### src/rtl/color_pkg.sv
// Shared constants and types for the colour classifier: filter select codes, colour codes,
// counter index and FSM state encoding.
package color_pkg;

  // {S2,S3} filter select codes driven onto every sensor.
  localparam logic [1:0] SEL_R = 2'b00;
  localparam logic [1:0] SEL_G = 2'b11;
  localparam logic [1:0] SEL_B = 2'b01;

  localparam logic [1:0] COL_NONE  = 2'd0;
  localparam logic [1:0] COL_RED   = 2'd1;
  localparam logic [1:0] COL_GREEN = 2'd2;
  localparam logic [1:0] COL_BLUE  = 2'd3;

  typedef enum logic [1:0] {
    FiltR = 2'd0,
    FiltG = 2'd1,
    FiltB = 2'd2
  } filt_e;

  typedef enum logic [3:0] {
    StIdle = 4'd0,
    StSetR = 4'd1,
    StCntR = 4'd2,
    StSetG = 4'd3,
    StCntG = 4'd4,
    StSetB = 4'd5,
    StCntB = 4'd6,
    StCalc = 4'd7,
    StPub  = 4'd8
  } state_e;

endpackage

### src/rtl/wave_edge_counter.sv
// Per-channel input path: 2-FF synchroniser, rising-edge detector and three saturating
// per-filter edge counters selected by filt_i.
module wave_edge_counter
  import color_pkg::*;
#(
  parameter int unsigned CNT_W = 10
) (
  input  logic             clk_i,
  input  logic             rst_ni,
  input  logic             wave_i,
  input  logic             clr_all_i,
  input  logic             clr_i,
  input  logic             cnt_en_i,
  input  filt_e            filt_i,
  output logic [CNT_W-1:0] cnt_r_o,
  output logic [CNT_W-1:0] cnt_g_o,
  output logic [CNT_W-1:0] cnt_b_o
);

  localparam logic [CNT_W-1:0] CntMax = {CNT_W{1'b1}};

  logic [1:0]       sync_q, sync_d;
  logic             prev_q, prev_d;
  logic             inc;
  logic [CNT_W-1:0] cnt_q [3];
  logic [CNT_W-1:0] cnt_d [3];

  always_comb begin
    sync_d = {sync_q[0], wave_i};
    prev_d = sync_q[1];
    inc    = sync_q[1] & ~prev_q;
  end

  always_comb begin
    for (int k = 0; k < 3; k++) begin
      cnt_d[k] = cnt_q[k];
      if (clr_all_i) begin
        cnt_d[k] = '0;
      end else if (filt_i == filt_e'(k)) begin
        if (clr_i) begin
          cnt_d[k] = '0;
        end else if (cnt_en_i && inc && (cnt_q[k] != CntMax)) begin
          cnt_d[k] = cnt_q[k] + 1'b1;
        end
      end
    end
  end

  always_ff @(posedge clk_i or negedge rst_ni) begin
    if (!rst_ni) begin
      sync_q <= '0;
      prev_q <= 1'b0;
      for (int k = 0; k < 3; k++) begin
        cnt_q[k] <= '0;
      end
    end else begin
      sync_q <= sync_d;
      prev_q <= prev_d;
      for (int k = 0; k < 3; k++) begin
        cnt_q[k] <= cnt_d[k];
      end
    end
  end

  assign cnt_r_o = cnt_q[0];
  assign cnt_g_o = cnt_q[1];
  assign cnt_b_o = cnt_q[2];

endmodule

### src/rtl/color_classifier.sv
// Multi-channel colour classifier: sweeps R/G/B filters, counts wave edges per filter and
// publishes a colour code per channel. Define COLOR_STABLE_EN to require two agreeing frames.
module color_classifier
  import color_pkg::*;
#(
  parameter int unsigned NCH       = 2,
  parameter int unsigned GATE_US   = 1000,
  parameter int unsigned SETTLE_US = 50,
  parameter int unsigned CNT_W     = 10,
  parameter int unsigned SHIFT_R   = 2,
  parameter int unsigned SHIFT_G   = 1,
  parameter int unsigned SHIFT_B   = 2
) (
  input  logic             clkus,
  input  logic             rst_n,
  input  logic             enable,
  input  logic [NCH-1:0]   sensor_wave,
  output logic [2*NCH-1:0] sensor_sel,
  output logic [2*NCH-1:0] color,
  output logic             color_valid,
  output logic [7:0]       frame_cnt
);

  localparam int unsigned TmrMax = (GATE_US > SETTLE_US) ? GATE_US : SETTLE_US;
  localparam int unsigned TW     = $clog2(TmrMax + 1);
  localparam logic [TW-1:0] SettleLast = TW'(SETTLE_US - 1);
  localparam logic [TW-1:0] GateLast   = TW'(GATE_US - 1);

  state_e           state_q, state_d;
  logic [TW-1:0]    tmr_q, tmr_d;
  logic [2*NCH-1:0] color_q, color_d;
  logic             valid_q, valid_d;
  logic [7:0]       frame_q, frame_d;
`ifdef COLOR_STABLE_EN
  logic [2*NCH-1:0] last_q, last_d;
`endif

  logic [1:0]       sel;
  logic             clr_all, clr, cnt_en;
  filt_e            filt;
  logic [CNT_W-1:0] cnt_r [NCH];
  logic [CNT_W-1:0] cnt_g [NCH];
  logic [CNT_W-1:0] cnt_b [NCH];
  logic [2*NCH-1:0] calc_vec;

  for (genvar g = 0; g < NCH; g++) begin : gen_ch
    wave_edge_counter #(
      .CNT_W(CNT_W)
    ) u_counter (
      .clk_i    (clkus),
      .rst_ni   (rst_n),
      .wave_i   (sensor_wave[g]),
      .clr_all_i(clr_all),
      .clr_i    (clr),
      .cnt_en_i (cnt_en),
      .filt_i   (filt),
      .cnt_r_o  (cnt_r[g]),
      .cnt_g_o  (cnt_g[g]),
      .cnt_b_o  (cnt_b[g])
    );
  end

  always_comb begin
    state_d = state_q;
    tmr_d   = tmr_q + 1'b1;
    sel     = SEL_R;
    clr_all = 1'b0;
    clr     = 1'b0;
    cnt_en  = 1'b0;
    filt    = FiltR;
    unique case (state_q)
      StIdle: begin
        clr_all = 1'b1;
        tmr_d   = '0;
        state_d = StSetR;
      end
      StSetR: begin
        clr = 1'b1;
        if (tmr_q == SettleLast) begin
          state_d = StCntR;
          tmr_d   = '0;
        end
      end
      StCntR: begin
        cnt_en = 1'b1;
        if (tmr_q == GateLast) begin
          state_d = StSetG;
          tmr_d   = '0;
        end
      end
      StSetG: begin
        sel  = SEL_G;
        filt = FiltG;
        clr  = 1'b1;
        if (tmr_q == SettleLast) begin
          state_d = StCntG;
          tmr_d   = '0;
        end
      end
      StCntG: begin
        sel    = SEL_G;
        filt   = FiltG;
        cnt_en = 1'b1;
        if (tmr_q == GateLast) begin
          state_d = StSetB;
          tmr_d   = '0;
        end
      end
      StSetB: begin
        sel  = SEL_B;
        filt = FiltB;
        clr  = 1'b1;
        if (tmr_q == SettleLast) begin
          state_d = StCntB;
          tmr_d   = '0;
        end
      end
      StCntB: begin
        sel    = SEL_B;
        filt   = FiltB;
        cnt_en = 1'b1;
        if (tmr_q == GateLast) begin
          state_d = StCalc;
          tmr_d   = '0;
        end
      end
      StCalc: begin
        state_d = StPub;
        tmr_d   = '0;
      end
      StPub: begin
        state_d = StSetR;
        tmr_d   = '0;
      end
      default: begin
        state_d = StIdle;
        tmr_d   = '0;
      end
    endcase
    // Dropping enable abandons the frame from any state.
    if (!enable) begin
      state_d = StIdle;
      tmr_d   = '0;
    end
  end

  // Shifted count of one filter is compared against the raw counts of the other two.
  always_comb begin
    calc_vec = '0;
    for (int ch = 0; ch < NCH; ch++) begin
      logic [CNT_W-1:0] rs, gs, bs;
      rs = cnt_r[ch] >> SHIFT_R;
      gs = cnt_g[ch] >> SHIFT_G;
      bs = cnt_b[ch] >> SHIFT_B;
      if ((rs > cnt_g[ch]) && (rs > cnt_b[ch])) begin
        calc_vec[2*ch +: 2] = COL_RED;
      end else if ((gs > cnt_r[ch]) && (gs > cnt_b[ch])) begin
        calc_vec[2*ch +: 2] = COL_GREEN;
      end else if ((bs > cnt_r[ch]) && (bs > cnt_g[ch])) begin
        calc_vec[2*ch +: 2] = COL_BLUE;
      end else begin
        calc_vec[2*ch +: 2] = COL_NONE;
      end
    end
  end

  // Results are loaded on the CALC->PUB edge so color and color_valid are both visible in PUB.
  always_comb begin
    color_d = color_q;
    valid_d = 1'b0;
    frame_d = frame_q;
`ifdef COLOR_STABLE_EN
    last_d  = last_q;
`endif
    if ((state_q == StCalc) && enable) begin
      valid_d = 1'b1;
      frame_d = frame_q + 8'd1;
`ifdef COLOR_STABLE_EN
      last_d  = calc_vec;
      for (int ch = 0; ch < NCH; ch++) begin
        if (calc_vec[2*ch +: 2] == last_q[2*ch +: 2]) begin
          color_d[2*ch +: 2] = calc_vec[2*ch +: 2];
        end
      end
`else
      color_d = calc_vec;
`endif
    end
  end

  always_ff @(posedge clkus or negedge rst_n) begin
    if (!rst_n) begin
      state_q <= StIdle;
      tmr_q   <= '0;
      color_q <= '0;
      valid_q <= 1'b0;
      frame_q <= '0;
`ifdef COLOR_STABLE_EN
      last_q  <= '0;
`endif
    end else begin
      state_q <= state_d;
      tmr_q   <= tmr_d;
      color_q <= color_d;
      valid_q <= valid_d;
      frame_q <= frame_d;
`ifdef COLOR_STABLE_EN
      last_q  <= last_d;
`endif
    end
  end

  assign sensor_sel  = {NCH{sel}};
  assign color       = color_q;
  assign color_valid = valid_q;
  assign frame_cnt   = frame_q;

endmodule

### config.mk
export PLATFORM = sky130hd
export DESIGN_NAME = color_classifier
export DESIGN_NICKNAME = d
export VERILOG_FILES = /design/src/rtl/color_pkg.sv /design/src/rtl/wave_edge_counter.sv /design/src/rtl/color_classifier.sv
export SDC_FILE = /design/constraint.sdc
export NUM_CORES = 1
export LEC_CHECK = 0
export BUFFER_PORTS_ARGS = -buffer_cell sky130_fd_sc_hd__clkbuf_2
export CAP_MARGIN = 15
export CORE_ASPECT_RATIO = 0.8
export CORE_UTILIZATION = 55
export DETAILED_ROUTE_END_ITERATION = 8
export PLACE_DENSITY = 0.75
export SETUP_SLACK_MARGIN = 0.4
export SLEW_MARGIN = 15
export SYNTH_ARGS = -nofsm -noshare
export SYNTH_HDL_FRONTEND = slang
export SYNTH_SLANG_ARGS = --single-unit
### constraint.sdc
create_clock -name clkus -period 1.8 [get_ports clkus]
set_input_delay 0.27 -clock clkus [delete_from_list [all_inputs] [get_ports clkus]]
set_output_delay 0.27 -clock clkus [all_outputs]
set_load 0.02 [all_outputs]
==> results of run 1 <==
-- final cells by class --
| type | instances | area, sq um | share of cell area |
|---|---|---|---|
| Sequential cell | 93 | 2356 | 0.2158 |
| Inverter | 67 | 264.0 | 0.02418 |
| Clock buffer | 10 | 239.0 | 0.02189 |
| Tap cell | 171 | 214.0 | 0.01960 |
| Clock inverter | 6 | 50.05 | 0.004585 |
| Timing Repair Buffer | 267 | 2231 | 0.2044 |
| Multi-Input combinational cell | 610 | 5563 | 0.5096 |
-- critical path, stage by stage (launching register included) --
cell and delay, ns:
dfrtp_2 0.44, buf_6 0.14, nor3b_4 0.26, o21ai_4 0.15, a311oi_2 0.35, buf_4 0.23
nand4_1 0.17, xor2_1 0.20, nor2_1 0.13
-- sequential cells by signal, summed over array words and instances, names as in the netlist --
signal and cells:
gen_ch.u_counter.cnt_r_o 20, color_valid 1, frame_cnt 8, state_q 4, gen_ch.u_counter.cnt_g_o 20, tmr_q 10, color 4, gen_ch.u_counter.prev_q 2
gen_ch.u_counter.sync_q 4, gen_ch.u_counter.cnt_b_o 20
-- how the worst min path moves through the flow --
stage                                             start                             to  cells past startpoint
final                                    sensor_wave[0]  gen_ch[0].u_counter.sync_q[0]                      1
after global routing                     sensor_wave[0]  gen_ch[0].u_counter.sync_q[0]                      1
after CTS                                sensor_wave[0]  gen_ch[0].u_counter.sync_q[0]                      1
after detailed placement  gen_ch[0].u_counter.sync_q[0]  gen_ch[0].u_counter.sync_q[1]                      0
after global placement    gen_ch[0].u_counter.sync_q[0]  gen_ch[0].u_counter.sync_q[1]                      0
after floorplan                                   rst_n                       color[0]                      0
-- kinds of logic (layout without fill, tap and decap cells) --
group,count (synthesis),after routing
muxes,2,2
and+or+nand+nor,284,285
buffers and inverters,81,350
DFF,93,93
adders and majority gates,110,110
xor gates and xnor gates,43,43
AOI/OAI and AO/OA,170,170
-- metal layers --
metal	routed length (microns)	vias to the layer above	track usage	part of all wire
met2	13700	580	0.6187	0.46
met4	1752	0	0.1240	0.059
li1	-	3389	-	-
met3	3013	194	0.09393	0.10
met1	11420	3870	0.5099	0.38
met5	0	-	0	0
-- where the power goes --
part           total, W  internal (W)  switching, W
registers       0.00211       0.00210    0.00000929
clock network   0.00194      0.000998      0.000940
logic          0.000204     0.0000738      0.000130
-- cell usage in the layout, fill, tap and decap left out, drive strengths merged, types with 3 or more instances in the layout --
cell,synthesis,final
o211ai,7,7
inv,67,70
a31oi,4,4
a311oi,4,4
a21oi,42,42
o31ai,7,7
o21ai,47,47
and3,17,17
a2111oi,3,3
clkbuf,6,27
nor4,9,9
xor2,11,11
nand3,35,35
xnor2,32,32
or3,10,10
nand2,57,57
nor2,77,77
nand2b,4,4
o21a,6,6
a21o,9,9
nand4,31,31
a211oi,5,5
o22a,4,4
ha,109,109
and4,4,4
o41ai,3,3
buf,8,249
nor2b,8,8
nor3,17,17
dfrtp,93,93
o22ai,6,6
-- what timing repair did --
item / CTS / global route
hold buffers: 1 / 0
endpoints found under the hold margin: 42 / 0
gates resized for setup: 117 / 162
pin swaps: 53 / 70
buffers inserted: 26 / 20
setup endpoints to repair: 91 / 91
cloned: 2 / 1
-- through the flow --
stage | setup TNS [ns] | hold WS [ns] | setup WS (ns) | instance area, sq um
finish | -11.19 | 0.01007 | -0.3494 | 10920
global route | -15.24 | 0.006334 | -0.3848 | 10920
CTS | -4.892 | 0.01034 | -0.1893 | 10060
detailed placement | -5.085 | 0.3380 | -0.2279 | 9089
global placement | -2.944 | 0.3436 | -0.2041 | 9089
floorplan | -0.07256 | -0.02559 | -0.02740 | 7388
==> results.yml, run 1 <==
drt:
  dr.pass1.iters: 5
  wire_per_inst_microns: 24.41
  drt_iter0_drc: 909
  routed_wl_mm: 29.88
  viasPerCell: 6.563
  via_count: 8033
  postRouteAntennaNets: 0
  drc_errors: 0
grt:
  grt_max_degree: 94
  antenna_found_initial: 0
  grt_pass1_wl_mm: 38.06
  grt_pass1_vias: 7305
  grt_overflow: 0
  grtUsageTotal: 0.3836
cts:
  clockBufferDepth: 2
  clock-sinks: 93
  cts-htree-levels: 3
  root_buffer: "clkbuf_16"
  worstSkewPairLatency_ns: 0.37
  clk_pin_slew_ns: 0.08
  numCtsBuffers: 9
  tritoncts: "yes"
power:
  finalPower_w: 0.004249
  power_density_nw_per_um2: 389.2
  leakage_nw: 5.073
  ir_worst_vdd_uv: 538.6
layout:
  layout.nets: 1162
  layoutNonFillerInstCount: 1224
  fillers: 519
  diodes: 0
  final_core_utilization: 0.8878
  syn_to_final_growth_pct: 55.80
  drive_above_1_share: 0.4786
run:
  maxCapViolations: 0
timing:
  fin_crit_sh: 1.194
  finalHoldViolCount: 0
  finClkSkew_ns: 0.01203
  setup_ws_ns: -0.3494
  fmax_mhz: 465.2
  rsz0062_at_grt: "true"
  finalSetupViolations: 76
  worst_pin_slew_ns: 0.5414
  slew-limit-headroom: 0.6390
  min_period_ns: 2.149
  slew_violations: 0
synth:
  synth_mux_area_frac: 0.003036
  synthCells: 783
  synth_xor_area_frac: 0.05375
  ys_ff_latch: 93
  yosys-top-cells-count: "109 x ha_1, 93 x dfrtp_1, 76 x nor2_1"
  yosysSeqAreaShare: 0.3321
  yosysTopAreaCellShare: 0.3321
  synth-edff-count: 0
  synthTopCellsByArea: "dfrtp_1 33%, ha_1 19%, nor2_1 4.1%"
  yosys.area_share.adder: 0.1963
  synth_cell_type_count: 75
  synth-compound-area-share: 0.1621
  synth_top_family_by_area: "simple AND/OR/NAND/NOR gates"
  synth-simple-area-share: 0.2057
  syn-num-nets: 897
  synth_ff_type: "dfrtp_1"
  async_reset_ff_frac: 1.000
  synth_warnings: 0
  syn_avg_cell_area_sq_um: 8.949
  synth.most_common_cell: "ha_1"
  yosysTopAreaCell: "dfrtp_1"
  syn_area_sq_um: 7007
status:
  violations: "setup timing"
  status: "finished, violations left"
critical_path:
  r2r-end: "gen_ch[0].u_counter.cnt_g_o[9]"
  startpoint: "state_q[1]"
  cp-endpoint: "gen_ch[0].u_counter.cnt_g_o[9]"
  arrival_ns: 2.44
  critical_path_class: "reg -> reg"
  end_kind: "flop"
  crit_required_ns: 2.09
  r2r_start: "state_q[1]"
  rrSetupSlack_ns: -0.35
  crit_path_start_kind: "flop"
  r2r_cells: 8
  crit_fanout: 6
die:
  io_pins: 22
  initial_core_util: 0.5698
  fp-row-count: 36
  die_h_microns: 103.0
  coreArea_sq_um: 12300
  die_w_microns: 128.2
  dieArea_sq_um: 13200
place:
  place_inst: 1158
  dp_hpwl_mm: 17.38
  portBuffers: 21
  gp_congestion: 1.089
worst_hold_path:
  hold_class: "in -> reg"
(Power assumes the default switching activity.)
==> inputs of run 2 (changes only) <==
- SYNTH_HIERARCHICAL: unset -> 1
==> run 2 against run 1 <==
  * The flow finishes with violations (DRC, setup timing)
  * Clock power increased by 13%
  * Sequential share of layout area down 2.1 points
  * Combinational power increased to 20 times the previous value
  * Maximum frequency fell by 8.3%
  * Flip-flop and latch count stayed put
  * Clock-buffer cell count increased by 1
  * Setup slack got worse by 0.20 ns
  * Clock skew is 0.00062 ns lower
  * Final cell count is 5.9% higher
  * Power grew 100%
  * Critical path type unchanged
==> results.yml, run 2 <==
drt:
  viasPerCell: 7.491
  drt_iter0_drc: 1377
  via_count: 9708
  dr.pass1.iters: 9
  wire_per_inst_microns: 28.51
  routed_wl_mm: 36.95
  drc_errors: 135
  postRouteAntennaNets: 0
timing:
  hold_ws_ns: 0.02160
  finalHoldViolCount: 0
  fin_crit_sh: 1.303
  worst_pin_slew_ns: 0.4951
  finalSetupViolations: 83
  fmax_mhz: 426.4
  slew-limit-headroom: 0.6699
  min_period_ns: 2.345
  finClkSkew_ns: 0.01141
  rsz0062_at_grt: "true"
  slew_violations: 0
  final.setup.tns_ns: -27.40
  setup_ws_ns: -0.5450
grt:
  grt_overflow: 0
  grt_max_degree: 48
  antenna_found_initial: 1
  grtUsageTotal: 0.3914
  grt_pass1_vias: 8375
  grt_pass1_wl_mm: 43.76
place:
  dp_hpwl_mm: 17.91
  gp_congestion: 0.9487
  portBuffers: 21
layout:
  syn_to_final_growth_pct: 57.33
  fillers: 541
  drive_above_1_share: 0.4906
  layout.nets: 1224
  final_cell_mix: "204 x buf_4, 96 x ha_1, 74 x dfrtp_1"
  layout_commonest_cell: "buf_4"
power:
  power_frac_comb: 0.483
  ir_worst_vdd_uv: 953.1
  leakage_nw: 5.220
  power.clock.fraction: 0.258
  netSwitchingFraction: 0.3794
  seqPwrFrac: 0.260
  power.internal_w: 0.005262
  switching_power_w: 0.003217
  power_density_nw_per_um2: 703.2
synth:
  syn_avg_cell_area_sq_um: 9.060
  yosysTopAreaCell: "dfrtp_1"
  synth_ff_type: "dfrtp_1"
  synth_warnings: 6
  yosysTopAreaCellShare: 0.3036
  ys_ff_latch: 93
  synth-edff-count: 0
  synth.most_common_cell: "ha_1"
  yosysSeqAreaShare: 0.3036
  syn-num-nets: 960
  syn_area_sq_um: 7665
  yosys-top-cells-count: "109 x ha_1, 93 x dfrtp_1, 83 x o31ai_1"
  synthCells: 846
  synth_cell_type_count: 64
  async_reset_ff_frac: 1.000
  synthTopCellsByArea: "dfrtp_1 30%, ha_1 18%, o31ai_1 8.1%"
status:
  violations: "DRC, setup timing"
  status: "finished, violations left"
die:
  die_h_microns: 107.6
  io_pins: 22
  dieArea_sq_um: 14420
  coreArea_sq_um: 13600
  initial_core_util: 0.5637
  die_w_microns: 134.0
  fp-row-count: 38
critical_path:
  crit_path_start_kind: "flop"
  critical_path_class: "reg -> reg"
  crit_top_cell: "buf_4"
  crit_required_ns: 2.02
  slowest_stage: "dfrtp_2"
  crit_fanout: 6
  cp_slowest_stage_delay_ns: 0.45
  arrival_ns: 2.56
  end_kind: "flop"
  worstPathCellList: "buf_6, xnor2_4, nor3b_2, buf_4, nor2b_4, o22ai_4, buf_4, o31ai_1, o21ai_1"
cts:
  numCtsBuffers: 9
  cts-htree-levels: 3
  clock-sinks: 93
  tritoncts: "yes"
  clockBufferDepth: 2
  worstSkewPairLatency_ns: 0.36
  root_buffer: "clkbuf_16"
  clk_pin_slew_ns: 0.07
worst_hold_path:
  hold_class: "in -> reg"
run:
  maxCapViolations: 0
==> run 2: critical path, delay by kind of cell, from the launching register on <==
kind | cells | cell delay [ns]
AO/OA/AOI/OAI | 3 | 0.59
flip-flops | 1 | 0.45
buffers and inverters | 3 | 0.56
AND/OR/NAND/NOR | 2 | 0.47
XOR/XNOR | 1 | 0.14
==> run 2: worst paths after layout <==
check	start	endpoint	slack, ns	depth (start not counted)
worst min-delay path	sensor_wave[0]	gen_ch[0].u_counter/sync_q[0]	0.02	1
worst max register to register	state_q[1]	gen_ch[1].u_counter/cnt_b_o[4]	-0.55	9
max in group asynchronous	rst_n	gen_ch[1].u_counter/cnt_b_o[3]	0.74	3
worst min register to register	gen_ch[1].u_counter/sync_q[0]	gen_ch[1].u_counter/sync_q[1]	0.36	0
worst max-delay path	state_q[1]	gen_ch[1].u_counter/cnt_b_o[4]	-0.55	9
min in group asynchronous	rst_n	gen_ch[0].u_counter/cnt_r_o[2]	0.40	2
==> run 2: cells by family after synthesis <==
family,after synthesis,share of synthesized area
compound gates,264,0.2387
xor+xnor,16,0.01828
fa+ha+maj,109,0.1779
buf+inv,100,0.06023
flops,93,0.3036
simple gates,264,0.2013
==> run 2: metal layers <==
layer	routed length, microns	part of all wire	track usage
met5	66	0.0018	0
met1	13040	0.35	0.5173
met3	4686	0.13	0.08098
met4	3038	0.082	0.1583
met2	16110	0.44	0.6251
==> run 2: timing repair <==
item	4_1_cts	5_1_grt
hold buffers	1	0
pin swaps	52	51
gates cloned	4	4
endpoints found under the setup margin	91	91
endpoints found under the hold margin	31	0
setup buffers	31	38
resized for setup	174	187
==> run 2: cell type report <==
cell class / instances / area, sq um / area share
multi-input combinational: 657 / 6414 / 0.5319
timing repair buffer: 284 / 2474 / 0.2051
sequential: 93 / 2351 / 0.1950
clock buffer: 11 / 252.7 / 0.02096
inverter: 65 / 251.5 / 0.02085
tap: 180 / 225.2 / 0.01868
clock inverter: 5 / 88.84 / 0.007367
antenna: 1 / 2.502 / 0.0002075
==> run 2: through the flow <==
step	total power (W)	utilization	cell area, sq um	setup WS [ns]	instances
after global routing	0.008620	0.8866	12060	-0.5921	1295
after floorplan	0.003373	-	7779	-0.2002	846
final	0.008480	0.8868	12060	-0.5450	1296
after CTS	0.007175	0.7929	10780	-0.2068	1253
after detailed placement	0.003995	0.6863	9333	-0.4969	1201
after global placement	0.003907	0.6863	9333	-0.3676	1201
==> run 2: power by group through the flow <==
| stage | combinational, W | clock, W | sequential (W) |
|---|---|---|---|
| 6_report | 0.00409 | 0.00219 | 0.00220 |
| 5_1_grt | 0.00415 | 0.00227 | 0.00220 |
| 4_1_cts | 0.00281 | 0.00217 | 0.00220 |
| 3_5_place_dp | 0.00176 | 0 | 0.00223 |
| 3_3_place_gp | 0.00168 | 0 | 0.00222 |
| 2_1_floorplan | 0.00116 | 0 | 0.00221 |
==> inputs of run 3 (changes only) <==
- SKIP_CTS_REPAIR_TIMING: unset -> 1
==> run 3 against run 2 <==
  * Maximum frequency grew 5.8%
  * Largest cell class unchanged
  * Clock-buffer cell count is the same
  * Flip-flop and latch count unchanged
  * Clock power barely moved
  * Register-to-register slack gained 0.13 ns
  * Sequential power is essentially flat
  * Non-clock buffer count decreased by 36
  * Die area unchanged
  * First-iteration DRC count shrank 27%
  * The flow finishes with violations (setup timing)
  * Final cell count down 2.9%
  * Wire length down 20%
==> results.yml, run 3 (same netlist as run 2, synthesis figures left out) <==
status:
  status: "finished, violations left"
  violations: "setup timing"
timing:
  min_period_ns: 2.217
  hold_ws_ns: 0.01498
  worst_pin_slew_ns: 0.5200
  slew-limit-headroom: 0.6533
  slew_violations: 0
  fin_crit_sh: 1.231
  finalSetupViolations: 78
  fmax_mhz: 451.1
  setup_ws_ns: -0.4167
  finClkSkew_ns: 0.01035
  finalHoldViolCount: 0
  rsz0062_at_grt: "true"
critical_path:
  cp_slowest_stage_delay_ns: 0.51
  critical_path_class: "reg -> reg"
  crit_top_cell: "buf_4"
  slowest_stage: "dfrtp_2"
  crit_required_ns: 2.02
  worstPathCellList: "xnor2_2, nor3b_2, buf_4, buf_4, nor2b_4, and4bb_4, o31ai_4, o41ai_2"
  end_kind: "flop"
  crit_fanout: 8
  path_buf_inv: 2
  cp_top_family: "simple AND/OR/NAND/NOR gates"
  crit_path_start_kind: "flop"
  arrival_ns: 2.43
layout:
  diodes: 0
  final_core_utilization: 0.8259
  final_cell_mix: "192 x buf_4, 99 x ha_1, 72 x dfrtp_1"
  fillers: 745
  fin_area_sq_um: 11230
  syn_to_final_growth_pct: 46.52
  layoutNonFillerInstCount: 1258
  drive_above_1_share: 0.4388
  layout.nets: 1187
  layout_commonest_cell: "buf_4"
grt:
  grtUsageTotal: 0.3240
  grt_pass1_wl_mm: 36.56
  antenna_found_initial: 0
  grt_pass1_vias: 7271
  grt_overflow: 0
  grt_max_degree: 48
power:
  leakage_nw: 4.969
  ir_worst_vdd_uv: 1047
  power_density_nw_per_um2: 660.7
die:
  die_w_microns: 134.0
  dieArea_sq_um: 14420
  coreArea_sq_um: 13600
  initial_core_util: 0.5637
  fp-row-count: 38
  die_h_microns: 107.6
  io_pins: 22
place:
  place_area_sq_um: 9333
  place_inst: 1201
  gp_congestion: 0.9487
  portBuffers: 21
  place_ws_ns: -0.4969
  dp_hpwl_mm: 17.91
cts:
  tritoncts: "yes"
  cts-htree-levels: 3
  clock-sinks: 93
  clockBufferDepth: 2
  root_buffer: "clkbuf_16"
  worstSkewPairLatency_ns: 0.36
  clk_pin_slew_ns: 0.07
  numCtsBuffers: 9
worst_hold_path:
  hold_class: "in -> reg"
drt:
  drc_errors: 0
  dr.pass1.iters: 6
  wire_per_inst_microns: 23.36
  via_count: 8601
  routed_wl_mm: 29.38
  postRouteAntennaNets: 0
  drt_iter0_drc: 1000
  viasPerCell: 6.837
run:
  maxCapViolations: 0
## run 3: cell types whose count changed in the layout (fill, tap and decap cells not counted), sizes merged
| cell | change |
|---|---|
| buf | -36 |
| o22ai | -1 |
| diode | -1 |
## run 3: where the power goes
group | internal, W | leakage (nW) | switching, W
registers | 0.00213 | 1.25 | 0.0000814
clock network | 0.00131 | 0.169 | 0.000866
logic | 0.00126 | 3.55 | 0.00176
total | 0.00471 | 4.97 | 0.00271
## run 3: metal layers
layer / global-route usage / up-vias / routed length (microns)
li1: - / 3700 / -
met4: 0.08766 / 0 / 1498
met5: 0 / - / 0
met2: 0.5022 / 608 / 13470
met1: 0.4592 / 4122 / 11580
met3: 0.06262 / 171 / 2839
## run 3: cell type report
cell class	count	area, sq um	share of cell area
well taps	180	225.2	0.02005
clock buffers	11	252.7	0.02250
inverters	65	249.0	0.02217
clock inverters	5	88.84	0.007910
multi-input cells	656	6013	0.5354
repair buffers	248	2048	0.1824
flip-flops and latches	93	2354	0.2096
## run 3: worst reg2reg max path: cells and delay by family, from the launching register on
kind / cells / cell delay, ns
xor gates and xnor gates: 1 / 0.22
AOI/OAI and AO/OA: 2 / 0.47
buffers and inverters: 2 / 0.34
DFF: 1 / 0.51
and+or+nand+nor: 3 / 0.55
## run 3: path summary, 6_finish.rpt
check                                               from                             end  slack [ns]  cells after the start
max in group asynchronous                          rst_n  gen_ch[1].u_counter/cnt_b_o[3]        0.73                      3
max reg2reg                                   state_q[1]  gen_ch[0].u_counter/cnt_g_o[8]       -0.42                      8
min in group asynchronous                          rst_n                        color[0]        0.42                      2
max                                           state_q[1]  gen_ch[0].u_counter/cnt_g_o[8]       -0.42                      8
min                                       sensor_wave[0]   gen_ch[0].u_counter/sync_q[0]        0.01                      1
min reg2reg                gen_ch[0].u_counter/sync_q[0]   gen_ch[0].u_counter/sync_q[1]        0.35                      0
## run 3: through the flow
| stage | total power (W) | TNS, ns |
|---|---|---|
| floorplan | 0.003373 | -8.097 |
| global placement | 0.003907 | -12.76 |
| detailed placement | 0.003995 | -18.69 |
| CTS | 0.006142 | -21.54 |
| global route | 0.007645 | -22.84 |
| finish | 0.007420 | -17.48 |
